## src/rtl/rx_fcs_check.sv

```systemverilog
// rx_fcs_check
//
// Ethernet receive-path stage that checks and strips the 4-byte CRC-32 FCS.
// Every byte goes through a 4-byte delay line. When the frame ends, the 4
// bytes still held in the line are the FCS, so they are never output. At the
// same edge, a one-cycle error pulse reports a CRC mismatch or a runt frame
// (fewer than 5 bytes). With i_en=0 the block passes bytes through with a
// latency of one i_ce cycle.
//
// Parameters:
//   RESIDUE       CRC register value that a correct frame leaves after all of
//                 its data and FCS bytes (right-shifting form, no final xor).
//
// Ports:
//   i_clk         clock
//   i_reset       synchronous, active-high reset
//   i_ce          byte-clock enable; state and outputs move only when it is high
//   i_en          1 = check and strip the FCS, 0 = pass-through
//   i_v, i_d      input byte valid / data byte (LSB first on the wire)
//   o_v, o_d      output byte valid / data byte
//   o_err         end-of-frame error pulse, one i_ce cycle long
//   o_bad_frames  count of o_err pulses, saturating (only when
//                 RX_FCS_ERRCNT_EN is defined)
//
// Build option: define RX_FCS_ERRCNT_EN to add the o_bad_frames counter.
//
// Handshake: there is no backpressure. A byte is transferred on each i_ce
// cycle where valid is high, and valid stays high for the whole contiguous
// frame. The output follows the same rule, and o_v/o_d/o_err hold their
// values between i_ce cycles.
//
// The FSM state register (state_q) is a named signal of the state_t enum, so
// checkers can bind to it directly.

module rx_fcs_check #(
  parameter logic [31:0] RESIDUE = 32'hdebb20e3
) (
  input  logic        i_clk,
  input  logic        i_reset,
  input  logic        i_ce,
  input  logic        i_en,
  input  logic        i_v,
  input  logic [7:0]  i_d,
  output logic        o_v,
  output logic [7:0]  o_d,
  output logic        o_err
`ifdef RX_FCS_ERRCNT_EN
  ,
  output logic [15:0] o_bad_frames
`endif
);

  // S_BLOCKED: after reset, ignore bytes until i_v has been seen low.
  // S_IDLE:    between frames; the next i_v=1 starts a frame.
  // S_FRAME:   inside a frame.
  typedef enum logic [1:0] {
    S_BLOCKED = 2'd0,
    S_IDLE    = 2'd1,
    S_FRAME   = 2'd2
  } state_t;

  state_t           state_q, state_d;
  logic [31:0]      crc_q, crc_d, crc_byte;
  logic [3:0][7:0]  line_q, line_d;   // line_q[3] is the oldest byte
  logic [2:0]       cnt_q, cnt_d;     // bytes seen this frame, saturates at 5
  logic             o_v_d;
  logic [7:0]       o_d_d;
  logic             o_err_d;
`ifdef RX_FCS_ERRCNT_EN
  logic [15:0]      bad_q, bad_d;
`endif

  function automatic logic [31:0] crc32_byte(input logic [31:0] c,
                                             input logic [7:0]  d);
    logic [31:0] r;
    r = c ^ {24'h0, d};
    for (int i = 0; i < 8; i++) begin
      r = r[0] ? ((r >> 1) ^ 32'hedb88320) : (r >> 1);
    end
    return r;
  endfunction

  assign crc_byte = crc32_byte(crc_q, i_d);

  always_comb begin
    state_d = state_q;
    crc_d   = crc_q;
    line_d  = line_q;
    cnt_d   = cnt_q;
    o_v_d   = o_v;
    o_d_d   = o_d;
    o_err_d = o_err;
`ifdef RX_FCS_ERRCNT_EN
    bad_d   = bad_q;
`endif
    if (i_ce) begin
      // The error pulse and output valid last only one i_ce cycle.
      o_err_d = 1'b0;
      o_v_d   = 1'b0;
      case (state_q)
        S_BLOCKED: begin
          crc_d = 32'hffffffff;
          cnt_d = 3'd0;
          if (!i_v) state_d = S_IDLE;
        end
        S_IDLE, S_FRAME: begin
          if (i_v) begin
            // In S_IDLE the CRC register is already all-ones and the counter
            // is zero, so a frame start takes the same path as a mid-frame byte.
            state_d = S_FRAME;
            crc_d   = crc_byte;
            line_d  = {line_q[2:0], i_d};
            cnt_d   = (cnt_q == 3'd5) ? 3'd5 : cnt_q + 3'd1;
            if (!i_en) begin
              o_v_d = 1'b1;
              o_d_d = i_d;
            end else if (cnt_q >= 3'd4) begin
              o_v_d = 1'b1;
              o_d_d = line_q[3];
            end
          end else begin
            // Frame end. The FCS bytes stay in the line and are dropped.
            // crc_q already includes the last accepted byte.
            if (state_q == S_FRAME && i_en) begin
              o_err_d = (crc_q != RESIDUE) || (cnt_q < 3'd5);
`ifdef RX_FCS_ERRCNT_EN
              if (o_err_d && bad_q != 16'hffff) bad_d = bad_q + 16'd1;
`endif
            end
            state_d = S_IDLE;
            crc_d   = 32'hffffffff;
            cnt_d   = 3'd0;
          end
        end
        default: state_d = S_BLOCKED;
      endcase
    end
  end

  always_ff @(posedge i_clk) begin
    if (i_reset) begin
      state_q <= S_BLOCKED;
      crc_q   <= 32'hffffffff;
      line_q  <= '0;
      cnt_q   <= 3'd0;
      o_v     <= 1'b0;
      o_d     <= 8'h00;
      o_err   <= 1'b0;
`ifdef RX_FCS_ERRCNT_EN
      bad_q   <= 16'h0000;
`endif
    end else begin
      state_q <= state_d;
      crc_q   <= crc_d;
      line_q  <= line_d;
      cnt_q   <= cnt_d;
      o_v     <= o_v_d;
      o_d     <= o_d_d;
      o_err   <= o_err_d;
`ifdef RX_FCS_ERRCNT_EN
      bad_q   <= bad_d;
`endif
    end
  end

`ifdef RX_FCS_ERRCNT_EN
  assign o_bad_frames = bad_q;
`endif

endmodule

```

## config.mk

```make
export PLATFORM = sky130hd
export DESIGN_NAME = rx_fcs_check
export DESIGN_NICKNAME = d
export VERILOG_FILES = /design/src/rtl/rx_fcs_check.sv
export SDC_FILE = /design/constraint.sdc
export NUM_CORES = 1
export LEC_CHECK = 0
export ABC_AREA = 1
export BUFFER_PORTS_ARGS = -buffer_cell sky130_fd_sc_hd__clkbuf_2
export CORE_MARGIN = 1.5
export CORE_UTILIZATION = 40
export CTS_BUF_LIST = sky130_fd_sc_hd__clkbuf_2
export DETAILED_ROUTE_END_ITERATION = 10
export GPL_TIMING_DRIVEN = 0
export PLACE_DENSITY = 0.59
export SKIP_CTS_REPAIR_TIMING = 1
export SLEW_MARGIN = 30
export SYNTH_ARGS = -nofsm -noshare
export SYNTH_HDL_FRONTEND = slang
export SYNTH_SLANG_ARGS = --single-unit
```

## constraint.sdc

```tcl
create_clock -name i_clk -period 3.6 [get_ports i_clk]
set_clock_uncertainty 0.2 [all_clocks]
set_input_delay 0.72 -clock i_clk [delete_from_list [all_inputs] [get_ports i_clk]]
set_output_delay 0.72 -clock i_clk [all_outputs]
set_load 0.02 [all_outputs]
```

# [After elaboration in Yosys (flattened, before gate mapping)]
# Index checks and enable logic that the tools add are counted.
[classes] addsub=1 magnitude_cmp=2 eq_ne=6 n_mux=25 n_bitwise=9 reduce_logical=9
[ops] operator="$mux W32" n=9
[ops] operator="$not A13 Y14" n=8
[ops] operator="$pmux W32 S2" n=1
[ops] operator="$ne A32 B32 Y1 const B" n=1
[ops] operator="$xor A32 B8 Y32" n=1
[ops] operator="$mux W8" n=2
[ops] operator="$mux W1" n=7
[ops] operator="$mux W3" n=2
[ops] operator="$pmux W3 S2" n=1
[ops] operator="$mux W2" n=2
[ops] operator="$pmux W2 S2" n=1
[ops] operator="$reduce_and A2 Y1" n=2
[ops] operator="$reduce_and A4 Y1" n=1
[ops] operator="$add A3 B1 Y3 const B" n=1
[ops] operator="$eq A3 B3 Y1 const B" n=1
[ops] operator="$ge A3 B3 Y1 const B" n=1
[ops] operator="$lt A3 B3 Y1 const B" n=1
[ops] operator="$reduce_and A3 Y1" n=1
[ops] operator="$eq A2 B1 Y1 const B" n=1
[ops] operator="$eq A2 B2 Y1 const B" n=1
[ops] operator="$logic_not A2 Y1" n=1
[ops] operator="$ne A2 B1 Y1 const B" n=1
[ops] operator="$ne A2 B2 Y1 const B" n=1
[ops] operator="$reduce_bool A2 Y1" n=1
[ops] operator="other kinds (3)" n=3
[totals] regBits=79 input_bits=13 out_inout_bits=10 elab_cells=62

# [Longest topological paths before layout]
# Gate-level depths: netlist (run 1).
[logic_depth] word_depth=19 depth_mapped=12 ltp_nobuf=12

# [Worst setup path before layout (run 1)]
# Ideal clock, no wire load.
[synth_timing] path_kind="input to register" from="input port i_d[5]" to="register crc_q[21]" setup_ps=115 arrival_time_ps=1552 t_required_ps=3285 setup_slack_ps=1733 cell_stages=12 n_path_buf=0 path_cell_list="inv_1 > nand2_1 > nand2_1 > nand2_1 > nand2_1 > nand2_2 > nand2_2 > nand2_1 > nand2_1 > nand2_1 > nand3_1 > nand2_1"
[synth_between] elab_chain_cells=12
[synth_lines] item="from (decl)" line="43" source="input logic [7:0] i_d,"
[synth_lines] item="$xor A32 B8 Y32 (*)" line="76" source="r = c ^ {24'h0, d};"
[synth_lines] item="$mux W32 (*) (7 in a row)" line="78" source="r = r[0] ? ((r >> 1) ^ 32'hedb88320) : (r >> 1);"
[synth_lines] item="$not A13 Y14 (no source line)"
[synth_lines] item="$mux W32 (*)" line="78"
[synth_lines] item="$mux W32 (*)" line="107" source="if (i_v) begin"
[synth_lines] item="$pmux W32 S2 (*)" line="100" source="case (state_q)"
[synth_lines] item="to (signal assigned)" line="154" source="crc_q <= crc_d;"
[synth_lines] item="to (decl)" line="63" source="logic [31:0] crc_q, crc_d, crc_byte;"
# Mark *: on every way between the ends. The rest lies on a longest branch, timed or not.
# A chain may end at the register's enable or synchronous reset.

# [Worst setup path in the final report (run 1)]
[layout_timing] from="register state_q[1]" to="register crc_q[29]"
[layout_between] elab_chain_cells=4 elab_cells_between_ends=7 classes_between="eq/ne: 2; mux: 1; reduce/logical: 4"
[layout_lines] item="from (decl)" line="62" source="state_t state_q, state_d;"
[layout_lines] item="from (signal assigned)" line="153" source="state_q <= state_d;"
[layout_lines] item="$eq A2 B2 Y1 / $eq A2 B1 Y1 (equally long branches)" line="100"
[layout_lines] item="$reduce_or A2 Y1" line="100"
[layout_lines] item="$reduce_bool A2 Y1 (no source line)"
[layout_lines] item="$reduce_and A2 Y1 (no source line)"
# Several ways; a longest one is shown, not always the timed one.

==> results.py, run 1 <==
metrics = {
    "timing": {
        "post-route-min-period_ns": 2.158,
        "setup_viol": 0,
        "maxSlewHeadroom_pct": 59.78,
        "tns_ns": 0,
        "worst_pin_slew_ns": 0.6033,
        "post-route-period-util_pct": 59.94,
        "timing.fmax_mhz": 463.5,
        "hold_viol": 0,
        "rsz0062_at_grt": "no",
        "finalMaxSlewViolations": 0,
    },
    "logic_synthesis": {
        "yosysWarnings": 0,
        "syn_area_um2": 4347,
        "synth_seq_area_share_pct": 36.38,
        "syn_inst": 661,
        "syn_avg_cell_area_um2": 6.576,
        "synth_fp_nets": 677,
        "synth_area_leaders": "dfxtp_1 (36%), nand2_1 (18%), o21ai_0 (7.0%)",
        "ys_ff_latch": 79,
        "synth_top_cell_area_share_pct": 36.38,
        "synth.distinct_cells": 32,
        "post-synth-top-area-cell": "dfxtp_1",
    },
    "floorplan": {
        "ios": 23,
        "die-width_um": 107.2,
        "die-area_um2": 11500,
        "fp.dieH_um": 107.2,
        "rows": 37,
        "start_util_pct": 41.73,
        "core_area_um2": 10420,
    },
    "critical_path": {
        "critPathRequiredTime_ns": 3.95,
        "start_kind": "flop",
        "critPathKind": "flop to flop",
        "setup.worst_path.end_class": "flop",
        "crit_fanout": 10,
        "arrival_ns": 2.51,
    },
    "global_route": {
        "gr-total-overflow": 0,
        "grt_max_degree": 16,
        "track_usage_pct": 23.44,
        "grt_pass1_vias": 3971,
        "grt_pass1_wl_mm": 20.27,
        "antenna_found_initial": 0,
    },
    "finish": {
        "area_growth_pct": 8.722,
        "drive_above_1_share_pct": 11.87,
        "layout.cells.non_filler": 835,
        "fin_util_pct": 45.37,
        "diodes": 0,
        "fin_area_um2": 4726,
        "nets": 710,
    },
    "cts": {
        "cts_tree": "done",
        "clock_latency_ns": 0.61,
        "h-tree-depth": 3,
        "clock_sinks": 79,
        "clock_path_buffers": 2,
        "clkTransAtPathRegs_ns": 0.27,
        "numCtsBuffers": 9,
        "cts_root_buf": "clkbuf_2",
    },
    "status": {
        "outcome": "finished clean",
    },
    "detailed_routing": {
        "ant_nets": 0,
        "wl_mm": 12.78,
        "post_drt_wl_per_cell_um": 15.31,
        "vias": 4318,
        "drt_iter0_markers": 358,
        "drt-vias-per-instance": 5.171,
        "drtPass1Iterations": 5,
        "drc": 0,
    },
    "placed_design": {
        "port_buffers": 22,
        "gp_congestion": 0.9040,
        "place_area_um2": 4627,
        "dpl.cell_count": 819,
        "place_hpwl_mm": 9.467,
    },
    "pwr": {
        "leakagePower_nw": 2.322,
        "switching_share_pct": 38.62,
        "power.density_nw_per_um2": 406.8,
        "ir_drop_v": 0.0002381,
        "p_seq_share_pct": 50.5,
        "p_int_mw": 1.180,
        "p_comb_share_pct": 25.5,
        "p_sw_mw": 0.7425,
        "p_total_mw": 1.923,
        "p_clk_share_pct": 23.9,
    },
    "min_path": {
        "hold_class": "input port to flop",
    },
    "job": {
        "drv_cap": 0,
    },
}
-- cell usage in the layout (no fill, tap or decap), types with 10 or more instances in the layout --
cell type / count
a21oi_1: 40
nand2_4: 10
xor2_1: 13
clkbuf_2: 31
dfxtp_1: 79
inv_1: 39
clkbuf_1: 14
nor2_1: 68
nand2_1: 211
nand3_1: 51
nand2_2: 14
o21ai_0: 61
-- worst max-delay path, cell delays in order (launching register included) --
cell,delay (ns)
dfxtp_1,0.43
inv_1,0.07
ha_1,0.32
nand2_2,0.17
clkinv_1,0.31
buf_2,0.32
nand3_1,0.12
nand2_1,0.06
nand3_1,0.09
-- path summary, 6_finish.rpt --
kind / startpoint / slack (ns) / to / cells after the start
hold / removal: i_d[1] / 0.17 / o_d[1] / 3
setup / recovery: state_q[1] / 1.44 / crc_q[29] / 8
hold reg to reg: o_err / 0.29 / o_err / 2
setup reg to reg: state_q[1] / 1.44 / crc_q[29] / 8
-- power by group through the flow --
stage	Sequential [mW]	Combinational, mW	Clock [mW]
floorplan	0.978	0.358	0
global placement	0.986	0.473	0
detailed placement	0.987	0.480	0
CTS	0.970	0.482	0.472
global route	0.979	0.546	0.512
finish	0.971	0.491	0.460
-- cell usage after synthesis --
master          count
ha_1                3
dlymetal6s2s_1      1
inv_1              39
nand2_4            10
xor2_2              1
nor2_1             68
nand4_1             4
nand2_2            14
inv_2               7
clkbuf_8            1
buf_1               2
buf_6               3
a211oi_1            1
a21oi_1            40
xnor2_1             1
nand2_1           211
clkinv_1            1
a21oi_4             1
clkbuf_1           14
buf_2               4
nand3b_1            1
nor2_4              3
a31oi_1             8
nand3_1            51
xor2_1             13
nor3_1              9
nand2_8             1
dfxtp_1            79
o21ai_0            61
o211ai_1            5
nor2_2              1
o21ai_1             3
-- metrics by stage --
step	hold WS (ns)	worst slack, ns
finish	0.1698	1.442
global route	0.1104	1.310
CTS	0.1340	1.482
detailed placement	0.2618	1.197
global placement	0.2595	1.205
floorplan	0.2420	1.733
-- registers in the layout (all words and copies together) (netlist names) --
name,count
cnt_q,3
crc_q,32
line_q,32
o_d,8
o_err,1
o_v,1
state_q,2
-- metal layers --
metal	part of all wire (%)	wire length [um]	track usage [%]
met3	6.2	794	6.079
met4	2.7	339	9.524
met5	0	0	0
met1	48	6083	31.84
met2	44	5567	35.17
-- kinds of logic (layout without fill, tap and decap cells) --
group | count (synthesis) | after routing | synth area share (%)
xor gates and xnor gates | 15 | 15 | 3.195
adders and majority gates | 3 | 3 | 0.8636
DFF | 79 | 79 | 36.38
AOI/OAI and AO/OA | 119 | 119 | 14.54
and+or+nand+nor | 373 | 373 | 37.74
buffers and inverters | 72 | 110 | 7.283
-- area by class of cell --
type	count	area [um^2]
buffer	25	140.1
clock buffer	9	45.04
clock inverter	7	53.80
fill	1113	5690
inverter	47	176.4
multi-input combinational	510	2449
sequential	79	1582
tap	136	170.2
timing repair buffer	22	110.1
Power figures use the tool's default switching activity.
==> run 2, diff against run 1 <==
--- a/config.mk
+++ b/config.mk
@@ -12,7 +12,7 @@
 export CTS_BUF_LIST = sky130_fd_sc_hd__clkbuf_2
 export DETAILED_ROUTE_END_ITERATION = 10
 export GPL_TIMING_DRIVEN = 0
-export PLACE_DENSITY = 0.59
+export PLACE_DENSITY = 0.61
 export SKIP_CTS_REPAIR_TIMING = 1
 export SLEW_MARGIN = 30
 export SYNTH_ARGS = -nofsm -noshare
==> constraint.sdc (replaced) <==
create_clock -name i_clk -period 1.8 [get_ports i_clk]
set_clock_uncertainty 0.2 [all_clocks]
set_input_delay 0.36 -clock i_clk [delete_from_list [all_inputs] [get_ports i_clk]]
set_output_delay 0.36 -clock i_clk [all_outputs]
set_load 0.02 [all_outputs]
==> run 2 against run 1 <==
  * The flow now finishes with violations (hold timing, setup timing)
  * Global-route usage is essentially flat
  * Die area is the same
  * Core utilization grew 6.2 points
  * Via count grew 7.6%
  * Power grew 110%
  * Sequential share of layout area shrank 3.6 points
  * Maximum frequency grew 13%
  * Largest cell class unchanged
==> results.py, run 2 (synthesis gave the netlist of run 1 again) <==
metrics = {
    "timing": {
        "worst_pin_slew_ns": 0.5845,
        "holdWs_ns": -0.02113,
        "maxSlewHeadroom_pct": 61.03,
        "rsz0062_at_grt": "yes",
        "hold_viol": 1,
        "finalMaxSlewViolations": 0,
        "post-route-min-period_ns": 1.915,
        "post-route-period-util_pct": 106.4,
        "worst_slack_ns": -0.1151,
        "setup_viol": 23,
        "timing.fmax_mhz": 522.2,
    },
    "pwr": {
        "p_sw_mw": 1.533,
        "switching_share_pct": 38.29,
        "p_clk_share_pct": 22.0,
        "p_total_mw": 4.003,
        "p_int_mw": 2.470,
        "ir_drop_v": 0.0004393,
        "power.density_nw_per_um2": 745.3,
        "p_seq_share_pct": 48.6,
        "leakagePower_nw": 2.563,
        "p_comb_share_pct": 29.4,
    },
    "finish": {
        "diodes": 0,
        "area_growth_pct": 23.58,
        "top_regs": "crc_q: 32 flops, line_q: 32 flops, o_d: 8 flops",
        "layout_common_cells": "nand2_1 (193), dfxtp_1 (69), o21ai_0 (57)",
        "nets": 754,
        "final_common_cell": "nand2_1",
        "drive_above_1_share_pct": 23.58,
        "fin_area_um2": 5371,
        "layout.cells.non_filler": 878,
        "fill_cells": 1061,
    },
    "critical_path": {
        "setup.worst_path.end_class": "flop",
        "r2r-end": "o_d[0]",
        "critPathSlowestCell": "dfxtp_2",
        "max_stage_delay_ns": 0.40,
        "arrival_ns": 2.24,
        "critPathRequiredTime_ns": 2.12,
        "crit_chain": "inv_2, ha_4, nand2_4, nor2_4, clkinv_4, a21oi_4, buf_6, o21ai_2, a31oi_1",
        "critPathTopFamily": "flip-flops",
        "start_kind": "flop",
        "path_buf_inv": 3,
        "r2r_slack_ns": -0.12,
        "critPathKind": "flop to flop",
        "r2r_cells": 9,
        "crit_fanout": 6,
        "worstReg2RegStart": "state_q[0]",
    },
    "min_path": {
        "worstHoldPathCells": 4,
        "hp-start": "i_ce",
        "hold_class": "input port to flop",
        "holdPathEnd": "o_err",
    },
    "global_route": {
        "gr-total-overflow": 0,
        "antenna_found_initial": 0,
        "track_usage_pct": 23.40,
        "grt_max_degree": 15,
        "grt_pass1_vias": 4077,
        "grt_pass1_wl_mm": 20.61,
    },
    "cts": {
        "h-tree-depth": 3,
        "clock_latency_ns": 0.58,
        "cts_root_buf": "clkbuf_2",
        "clkTransAtPathRegs_ns": 0.24,
        "numCtsBuffers": 9,
        "clock_path_buffers": 2,
        "cts_tree": "done",
        "clock_sinks": 79,
    },
    "placed_design": {
        "place_ws_ns": -0.2874,
        "dpl.cell_count": 819,
        "place_hpwl_mm": 9.396,
        "place_area_um2": 4627,
        "gp_congestion": 0.9110,
        "port_buffers": 22,
    },
    "detailed_routing": {
        "wl_mm": 13.53,
        "post_drt_wl_per_cell_um": 15.41,
        "ant_nets": 0,
        "drtPass1Iterations": 5,
        "drt-vias-per-instance": 5.294,
        "drt_iter0_markers": 366,
        "drc": 0,
        "vias": 4648,
    },
    "floorplan": {
        "die-area_um2": 11500,
        "fp.dieH_um": 107.2,
        "ios": 23,
        "core_area_um2": 10420,
        "rows": 37,
        "die-width_um": 107.2,
        "start_util_pct": 41.73,
    },
    "status": {
        "outcome": "finished with violations",
        "violations": "hold timing, setup timing",
    },
    "job": {
        "drv_cap": 0,
    },
}
run 2: changes by cell type in the layout (fill, tap and decap cells not counted), moves of 9 or more:
cell	before	now
buf_4	0	29
dfxtp_1	79	69
dlygate4sd3_1	0	15
nand2_1	211	193
nand2_2	14	23
nand2_4	10	19
nor2_1	68	51
nor2_2	1	15
run 2: power by group through the flow:
stage                     clock network (mW)  logic, mW  registers, mW
after floorplan                            0      0.715           1.96
after global placement                     0      0.946           1.97
after detailed placement                   0      0.962           1.97
after CTS                              0.878      0.968           1.94
after global routing                   0.963       1.30           1.96
final                                  0.880       1.18           1.94
run 2: metrics by stage:
stage | TNS, ns | utilization [%]
after floorplan | 0 | -
after global placement | -6.544 | 44.42
after detailed placement | -7.932 | 44.42
after CTS | -9.457 | 45.30
after global routing | -5.270 | 51.57
final | -0.8997 | 51.57
run 2: worst max path at each step:
stage                from         to  depth (start not counted)
2_1_floorplan  state_q[0]     o_d[0]                          9
3_3_place_gp       i_d[3]  crc_q[27]                         13
3_5_place_dp       i_d[3]  crc_q[27]                         13
4_1_cts        state_q[0]  crc_q[27]                          8
5_1_grt        state_q[0]     o_d[0]                          9
6_report       state_q[0]     o_d[0]                          9
run 2: worst register-to-register path, stage by stage, from the launching register on:
cell and delay, ns:
dfxtp_2 0.40, inv_2 0.05, ha_4 0.28, nand2_4 0.08, nor2_4 0.19, clkinv_4 0.11
a21oi_4 0.19, buf_6 0.19, o21ai_2 0.06, a31oi_1 0.15
run 2: layout make-up:
cell class	instances	area (um^2)	share of cell area (%)
inverter	47	187.7	3.494
timing repair buffer	65	470.5	8.758
buffer	25	170.2	3.168
sequential	79	1607	29.91
tap	136	170.2	3.168
multi-input combinational	511	2675	49.80
clock inverter	6	46.29	0.8619
clock buffer	9	45.04	0.8386
run 2: layer usage:
layer  part of all wire, %  vias to the layer above  GRT usage [%]
met2                    45                      146          36.26
met1                    46                     2162          31.89
met3                   5.6                       39          4.438
met4                   3.0                        0          9.333
met5                     0                        -              0
li1                      -                     2301              -
